--- config.mk ---
export PLATFORM = sky130hd
export DESIGN_NAME = pipe_adder
export DESIGN_NICKNAME = d
export VERILOG_FILES = /design/src/rtl/adder_pkg.sv /design/src/rtl/pipe_adder_slot.sv /design/src/rtl/pipe_adder.sv
export SDC_FILE = /design/constraint.sdc
export NUM_CORES = 1
export LEC_CHECK = 0
export ABC_AREA = 1
export BUFFER_PORTS_ARGS = -buffer_cell sky130_fd_sc_hd__buf_4
export CORE_AREA = 2 2 44 46
export CTS_CLUSTER_SIZE = 20
export DETAILED_ROUTE_END_ITERATION = 8
export DIE_AREA = 0 0 46 48
export PLACE_DENSITY_LB_ADDON = 0.05
export SETUP_SLACK_MARGIN = 0.4
export SLEW_MARGIN = 20
export SYNTH_ARGS = -nofsm -noshare
export SYNTH_HDL_FRONTEND = slang
export SYNTH_SLANG_ARGS = --single-unit
--- constraint.sdc ---
create_clock -name clk -period 2.15 [get_ports clk]
set_input_delay 0.43 -clock clk [delete_from_list [all_inputs] [get_ports clk]]
set_output_delay 0.43 -clock clk [all_outputs]
set_load 0.1 [all_outputs]
--- src/rtl/adder_pkg.sv ---
// Shared types and default sizes for the pipelined adder/subtractor.
package adder_pkg;

  typedef enum logic {
    OP_ADD = 1'b0,
    OP_SUB = 1'b1
  } op_t;

  localparam int unsigned ADDER_DEFAULT_BIT_WIDTH = 4;
  localparam int unsigned ADDER_DEFAULT_STAGES    = 2;
  localparam int unsigned ADDER_MAX_WIDTH         = 64;

  // Sum is sized for the widest legal operand; narrower builds use the low bits only.
  typedef struct packed {
    logic [ADDER_MAX_WIDTH-1:0] sum;
    logic                       carry_out;
    logic                       overflow;
  } result_t;

endpackage

--- src/rtl/pipe_adder_slot.sv ---
// One valid+payload register slot of the pipe_adder result pipeline.
module pipe_adder_slot
  import adder_pkg::*;
(
  input  logic    i_clk,
  input  logic    i_rst,
  input  logic    i_valid,
  input  result_t i_payload,
  input  logic    i_ready,
  output logic    o_ready,
  output logic    o_valid,
  output result_t o_payload
);

  logic    r_valid;
  result_t r_payload;

  // Load when empty or when the held beat leaves this cycle; bubbles collapse.
  assign o_ready = !r_valid || i_ready;

  always_ff @(posedge i_clk) begin
    if (i_rst) begin
      r_valid   <= 1'b0;
      r_payload <= '0;
    end else if (o_ready) begin
      r_valid <= i_valid;
      if (i_valid) begin
        r_payload <= i_payload;
      end
    end
  end

  assign o_valid   = r_valid;
  assign o_payload = r_payload;

endmodule

--- src/rtl/pipe_adder.sv ---
// Pipelined add/subtract with valid/ready handshake and STAGES result slots.
// Optional macro PIPE_ADDER_SAT_EN clamps signed overflow to the signed max/min.
module pipe_adder
  import adder_pkg::*;
#(
  parameter int unsigned BIT_WIDTH = ADDER_DEFAULT_BIT_WIDTH,
  parameter int unsigned STAGES    = ADDER_DEFAULT_STAGES
) (
  input  logic                 clk,
  input  logic                 rst,
  input  logic                 in_valid,
  output logic                 in_ready,
  input  op_t                  op,
  input  logic [BIT_WIDTH-1:0] a,
  input  logic [BIT_WIDTH-1:0] b,
  input  logic                 carry_in,
  output logic                 out_valid,
  input  logic                 out_ready,
  output logic [BIT_WIDTH-1:0] sum,
  output logic                 carry_out,
  output logic                 overflow
);

  localparam int unsigned Msb = BIT_WIDTH - 1;

  logic [BIT_WIDTH-1:0] w_b_eff;
  logic                 w_cin;
  logic [BIT_WIDTH:0]   w_full;
  logic                 w_ovf;
  logic [BIT_WIDTH-1:0] w_sum;
  result_t              w_res;

  // SUB is a + ~b + !borrow, so one adder serves both operations.
  assign w_b_eff = (op == OP_SUB) ? ~b : b;
  assign w_cin   = (op == OP_SUB) ? ~carry_in : carry_in;
  assign w_full  = {1'b0, a} + {1'b0, w_b_eff} + {{BIT_WIDTH{1'b0}}, w_cin};
  assign w_ovf   = (a[Msb] == w_b_eff[Msb]) && (w_full[Msb] != a[Msb]);

`ifdef PIPE_ADDER_SAT_EN
  // Overflow direction follows the operand sign: positive operands clamp high.
  assign w_sum = !w_ovf  ? w_full[BIT_WIDTH-1:0] :
                 a[Msb]  ? {1'b1, {(BIT_WIDTH-1){1'b0}}} :
                           {1'b0, {(BIT_WIDTH-1){1'b1}}};
`else
  assign w_sum = w_full[BIT_WIDTH-1:0];
`endif

  always_comb begin
    w_res                     = '0;
    w_res.sum[BIT_WIDTH-1:0]  = w_sum;
    w_res.carry_out           = w_full[BIT_WIDTH];
    w_res.overflow            = w_ovf;
  end

  // Index 0 is the input side; index STAGES is the output side.
  logic [STAGES:0] w_valid;
  logic [STAGES:0] w_ready;
  result_t         w_payload [STAGES+1];

  assign w_valid[0]      = in_valid;
  assign w_payload[0]    = w_res;
  assign w_ready[STAGES] = out_ready;

  for (genvar gi = 0; gi < STAGES; gi++) begin : g_slot
    pipe_adder_slot u_slot (
      .i_clk     (clk),
      .i_rst     (rst),
      .i_valid   (w_valid[gi]),
      .i_payload (w_payload[gi]),
      .i_ready   (w_ready[gi+1]),
      .o_ready   (w_ready[gi]),
      .o_valid   (w_valid[gi+1]),
      .o_payload (w_payload[gi+1])
    );
  end

  assign in_ready  = !rst && w_ready[0];
  assign out_valid = w_valid[STAGES];
  assign sum       = w_payload[STAGES].sum[BIT_WIDTH-1:0];
  assign carry_out = w_payload[STAGES].carry_out;
  assign overflow  = w_payload[STAGES].overflow;

  if (BIT_WIDTH < ADDER_MAX_WIDTH) begin : g_unused_hi
    logic w_unused_sum_hi;
    assign w_unused_sum_hi = ^w_payload[STAGES].sum[ADDER_MAX_WIDTH-1:BIT_WIDTH];
  end

endmodule

==> results of run 1 <==
-- final timing paths --
path / from / to / slack, ns / cells after the start
worst max register to register: g_slot[0].u_slot.o_valid$_SDFFE_PP0N_ / g_slot[0].u_slot.o_payload[0]$_SDFFE_PP0P_ / 1.19 / 5
worst max-delay path: op / g_slot[0].u_slot.o_payload[1]$_SDFFE_PP0P_ / 0.49 / 8
worst min register to register: g_slot[1].u_slot.o_payload[1]$_SDFFE_PP0P_ / g_slot[1].u_slot.o_payload[1]$_SDFFE_PP0P_ / 0.48 / 2
worst min-delay path: rst / g_slot[0].u_slot.o_valid$_SDFFE_PP0N_ / 0.34 / 2
-- logic make-up (layout without fill, tap and decap cells) --
logic type | Yosys count | in the layout | synth area share [%]
buffers and inverters | 12 | 35 | 6.933
adder cells (fa/ha/maj) | 5 | 5 | 10.75
flip-flops | 14 | 14 | 38.82
AND/OR/NAND/NOR | 37 | 37 | 23.74
AO/OA/AOI/OAI | 18 | 18 | 12.48
XOR/XNOR | 6 | 6 | 7.279
-- stage by stage --
stage | std cells | util (%) | power, mW | hold WS (ns) | area (um2)
floorplan | 92 | - | 0.4776 | 0.4349 | 745.7
global placement | 129 | 54.00 | 0.5321 | 0.4489 | 912.1
detailed placement | 129 | 54.00 | 0.5352 | 0.4663 | 912.1
CTS | 132 | 55.33 | 0.6742 | 0.3365 | 934.6
global route | 132 | 55.33 | 0.7142 | 0.3267 | 934.6
finish | 132 | 55.33 | 0.6638 | 0.3425 | 934.6
-- cells in the final DEF (no fill, tap or decap) --
cell	count
nor2_1	18
ha_1	3
nand2_4	1
o21ai_1	4
inv_1	9
inv_4	1
clkbuf_4	3
nand2_1	8
a21oi_1	7
o21ai_0	7
nand3_1	7
buf_4	22
xor2_2	1
xor2_1	4
nand3_2	1
dfxtp_1	13
nor2_4	1
xnor2_1	1
dfxtp_2	1
nand2_2	1
fa_2	2
-- cell type report --
type | instances | area (um2) | share of cell area (%)
Clock buffer | 3 | 22.52 | 2.410
Inverter | 10 | 40.04 | 4.284
Multi-Input combinational cell | 66 | 404.1 | 43.24
Sequential cell | 14 | 281.5 | 30.12
Tap cell | 17 | 21.27 | 2.276
Timing Repair Buffer | 22 | 165.2 | 17.67
-- synth_stat cells (all sizes together) --
master and instances:
xnor2 1, nand3 8, buf 2, dfxtp 14, nand2 10, nor2 19
fa 2, o21ai 11, ha 3, inv 10, xor2 5, a21oi 7
-- per-layer routing --
layer	track usage [%]	up-vias	wire [um]
met5	0	-	0
met4	10.29	0	19
met3	2.264	2	46
met2	24.17	14	648
met1	14.55	265	540
li1	-	342	-
-- critical path: stages --
cell     delay [ns]
buf_4          0.14
xor2_2         0.18
fa_2           0.39
fa_2           0.37
nand2_1        0.07
nand2_1        0.04
a21oi_1        0.12
a21oi_1        0.08
-- power breakdown --
part	switching [mW]	leakage [nW]	total (mW)	internal (mW)
logic	0.152	0.327	0.232	0.0795
registers	0.0120	0.116	0.294	0.282
clock network	0.0735	0.0138	0.138	0.0647
total	0.238	0.457	0.664	0.426
-- flip-flops by register name, indices dropped and copies added (netlist names) --
register / flops
g_slot.u_slot.o_payload: 12
g_slot.u_slot.o_valid: 2
==> flow_metrics.tcl, run 1 <==
set metrics [dict create \
    synth-seq-cells 14 \
    grt_max_degree 12 \
    fin_crit_ns 1.664 \
    critPathRequiredTime_ns 2.31 \
    cp_max_fo 5 \
    yosysTopAreaCellShare_pct 38.82 \
    cts_tree "built" \
    yosysSeqAreaShare_pct 38.82 \
    grt_setup_unrepaired "false" \
    grt_pass1_vias 549 \
    syn_area_per_cell_um2 7.847 \
    syn2layout_area_growth_pct 29.46 \
    core_area_um2 1689 \
    fin_nets 136 \
    leakage_nw 0.4565 \
    synth.cell_area_um2 721.9 \
    slew_viol_final 0 \
    holdCritPathClass "in -> reg" \
    period_share_pct 77.40 \
    synth_top_area_cell "dfxtp_1" \
    cts.sinks 14 \
    post-place-ws_ns 0.1919 \
    grtUsageTotal_pct 13.67 \
    clockBufferDepth 2 \
    setup_tns_ns 0 \
    synth_nets 111 \
    numCtsBuffers 3 \
    max_cap_violations 0 \
    die_w_um 46 \
    start_util_pct 42.74 \
    drt_pass1_iterations 4 \
    cts_resized 0 \
    diodes 0 \
    setup_ws_ns 0.4859 \
    row_count 15 \
    gr-total-overflow 0 \
    hpwl_mm 1.070 \
    drtIter0Drc 10 \
    ys_types 18 \
    cts-root-buf "clkbuf_4" \
    finalClockSkew_ns 0.002415 \
    grt_first_pass_wirelength_mm 2.083 \
    power_per_cell_area_nw_per_um2 710.2 \
    cts_max_level 1 \
    port_buffers 21 \
    clk_latency_ns 0.27 \
    vias_per_cell 4.720 \
    timing_worst_setup_path_type "in -> reg" \
    crit_arrival_ns 1.82 \
    die-area_um2 2208 \
    ir_drop_mv 0.2385 \
    synth.area.top_cells "dfxtp_1, nor2_1, xor2_1, fa_1, o21ai_0" \
    synthCells 92 \
    hold_buffers 0 \
    end_kind "flop" \
    tightest_slew_ns 0.2650 \
    die_h_um 48 \
    ys_warn_count 0 \
    vias 623 \
    routedWlPerCell_um 9.508 \
    post-route-drc-count 0 \
    hold_viol 0 \
    pin_count 22 \
    clk_pin_slew_worst_paths_ns 0.08 \
    max_freq_ghz 0.6009 \
    antenna_found_initial 0 \
    ant_nets 0 \
    drive_gt1_share_pct 29.57 \
    postCtsSetupBuffers 0 \
    fillers 182 \
    startpoint_type "primary input" \
    finalSetupViolCount 0 \
    place_congestion 0.6986 \
    status "finished clean" \
    routed_wl_mm 1.255 \
    maxSlewHeadroom_pct 82.28 \
]
Note: power is estimated with default switching activity, not from simulation.
==> inputs of run 2 (changes only) <==
==> constraint.sdc (replaced) <==
create_clock -name clk -period 1.6 [get_ports clk]
set_input_delay 0.32 -clock clk [delete_from_list [all_inputs] [get_ports clk]]
set_output_delay 0.32 -clock clk [all_outputs]
set_load 0.1 [all_outputs]
==> run 2 against run 1 <==
  * Die area stayed put
  * Routed wire length is 2.1% higher
  * Sequential power is 36% higher
  * Cell count is 4.5% higher
  * Count of clock-buffer cells in the layout is 1 higher
  * Via count is 2.4% higher
  * Hold slack worse by 0.12 ns
  * Power is 43% higher
  * Highest routed layer unchanged
==> flow_metrics.tcl, run 2 (same netlist as run 1, synthesis figures left out) <==
set metrics [dict create \
    multi_input_area_um2 417.9 \
    cts_tree "built" \
    antenna_found_initial 0 \
    power_per_cell_area_nw_per_um2 893.9 \
    routedWlPerCell_um 9.283 \
    cts-root-buf "clkbuf_4" \
    hold_path_depth 2 \
    hold_viol 0 \
    cp_max_fo 3 \
    core_area_um2 1689 \
    row_count 15 \
    post-route-drc-count 0 \
    holdWs_ns 0.2177 \
    grt_setup_unrepaired "true" \
    pin_count 22 \
    max_freq_ghz 0.6774 \
    final_cell_mix "nor2_1, buf_4, inv_1" \
    die_h_um 48 \
    dp_cells 130 \
    fin_crit_ns 1.476 \
    ir_drop_mv 0.3374 \
    r2r_cells 6 \
    numCtsBuffers 3 \
    cts.sinks 14 \
    ant_nets 0 \
    slowest_stage "fa_2" \
    drive_gt1_share_pct 40.50 \
    drt_pass1_iterations 4 \
    vias_per_cell 4.623 \
    end_kind "flop" \
    grt_pass1_vias 561 \
    hpwl_mm 1.020 \
    clockBufferDepth 2 \
    die-area_um2 2208 \
    period_share_pct 92.26 \
    fin_nets 141 \
    fillers 159 \
    grtUsageTotal_pct 14.27 \
    diodes 0 \
    die_w_um 46 \
    r2r-start "g_slot[1].u_slot.o_valid$_SDFFE_PP0P_" \
    tightest_slew_ns 0.2575 \
    routed_wl_mm 1.281 \
    reg2reg_slack_ns 0.57 \
    grt_max_degree 12 \
    place_congestion 0.7009 \
    path_cells "buf_8, xor2_2, fa_2, fa_2, nand2_1, nand2_1, a21oi_2, a21oi_1" \
    finalSetupViolCount 0 \
    port_buffers 21 \
    min_to "g_slot[1].u_slot.o_valid$_SDFFE_PP0P_" \
    finalClockSkew_ns 0.004450 \
    slew_viol_final 0 \
    grt_first_pass_wirelength_mm 2.159 \
    regArea_um2 292.8 \
    hold_start "rst" \
    max_cap_violations 0 \
    timing_worst_setup_path_type "in -> reg" \
    finalPower_mw 0.9507 \
    drtIter0Drc 4 \
    vias 638 \
    final_cells 138 \
    start_util_pct 42.74 \
    setup_tns_ns 0 \
    maxSlewHeadroom_pct 82.77 \
    status "finished clean" \
    clk_pin_slew_worst_paths_ns 0.08 \
    critPathMaxStageDelay_ns 0.38 \
    startpoint_type "primary input" \
    timing.rr.end "g_slot[0].u_slot.o_payload[1]$_SDFFE_PP0P_" \
    cts_max_level 1 \
    syn2layout_area_growth_pct 47.31 \
    holdCritPathClass "in -> reg" \
    gr-total-overflow 0 \
    clk_latency_ns 0.27 \
    critPathRequiredTime_ns 1.76 \
    fin_util_pct 62.96 \
    layout_commonest_cell "nor2_1" \
    largest_register_ff_count 12 \
    crit_arrival_ns 1.64 \
    leakage_nw 0.5014 \
]
-- run 2: cell count changes in the layout (fill, tap and decap cells not counted), moves of 2 or more --
cell,before,now
buf_12,0,2
buf_4,22,17
buf_6,0,6
buf_8,0,2
dfxtp_1,13,6
dfxtp_2,1,7
-- run 2: through the flow --
step,setup slack (ns),area (um2)
4_1_cts,0.1235,1032
3_3_place_gp,-0.1929,929.6
6_report,0.1238,1064
5_1_grt,0.06935,1064
2_1_floorplan,-0.1294,755.7
3_5_place_dp,-0.2106,929.6
-- run 2: worst max-delay path by stage --
stage / from / to / cells after the start / slack, ns
after floorplan: op / g_slot[0].u_slot.o_payload[1]$_SDFFE_PP0P_ / 8 / -0.13
final: op / g_slot[0].u_slot.o_payload[1]$_SDFFE_PP0P_ / 8 / 0.12
after detailed placement: op / g_slot[0].u_slot.o_payload[1]$_SDFFE_PP0P_ / 8 / -0.21
after global placement: op / g_slot[0].u_slot.o_payload[1]$_SDFFE_PP0P_ / 8 / -0.19
after global routing: op / g_slot[0].u_slot.o_payload[1]$_SDFFE_PP0P_ / 8 / 0.07
after CTS: op / g_slot[0].u_slot.o_payload[1]$_SDFFE_PP0P_ / 8 / 0.12
-- run 2: final cells by class --
type / instances / area share, %
timing repair buffer: 27 / 24.94
clock buffer: 4 / 2.471
sequential: 14 / 27.53
inverter: 10 / 3.765
multi-input combinational: 66 / 39.29
tap: 17 / 2.000
-- run 2: power by group --
part           internal, mW  switching [mW]  leakage, nW
combinational         0.139           0.213        0.367
sequential            0.380          0.0187        0.119
clock                0.0965           0.103       0.0150
total                 0.616           0.335        0.501
-- run 2: layer usage --
| layer | wire length (um) | global-route usage, % | up-vias |
|---|---|---|---|
| li1 | - | - | 353 |
| met1 | 561 | 15.38 | 269 |
| met2 | 654 | 24.44 | 14 |
| met3 | 46 | 2.264 | 2 |
| met4 | 19 | 12.00 | 0 |
| met5 | 0 | 0 | - |
-- run 2: repair_timing --
| item | CTS | global route |
|---|---|---|
| setup buffers | 2 | 2 |
| gates resized for setup | 18 | 4 |
| pin swaps | 2 | 0 |
| setup endpoints to repair | 13 | 8 |
| endpoints found under the hold margin | 0 | 0 |
| hold buffers | 0 | 0 |
-- run 2: critical path: cells and delay by family --
kind | cells | cell delay, ns
AND/OR/NAND/NOR | 2 | 0.14
XOR/XNOR | 1 | 0.17
adder cells (fa/ha/maj) | 2 | 0.74
buffers and inverters | 1 | 0.10
AO/OA/AOI/OAI | 2 | 0.18
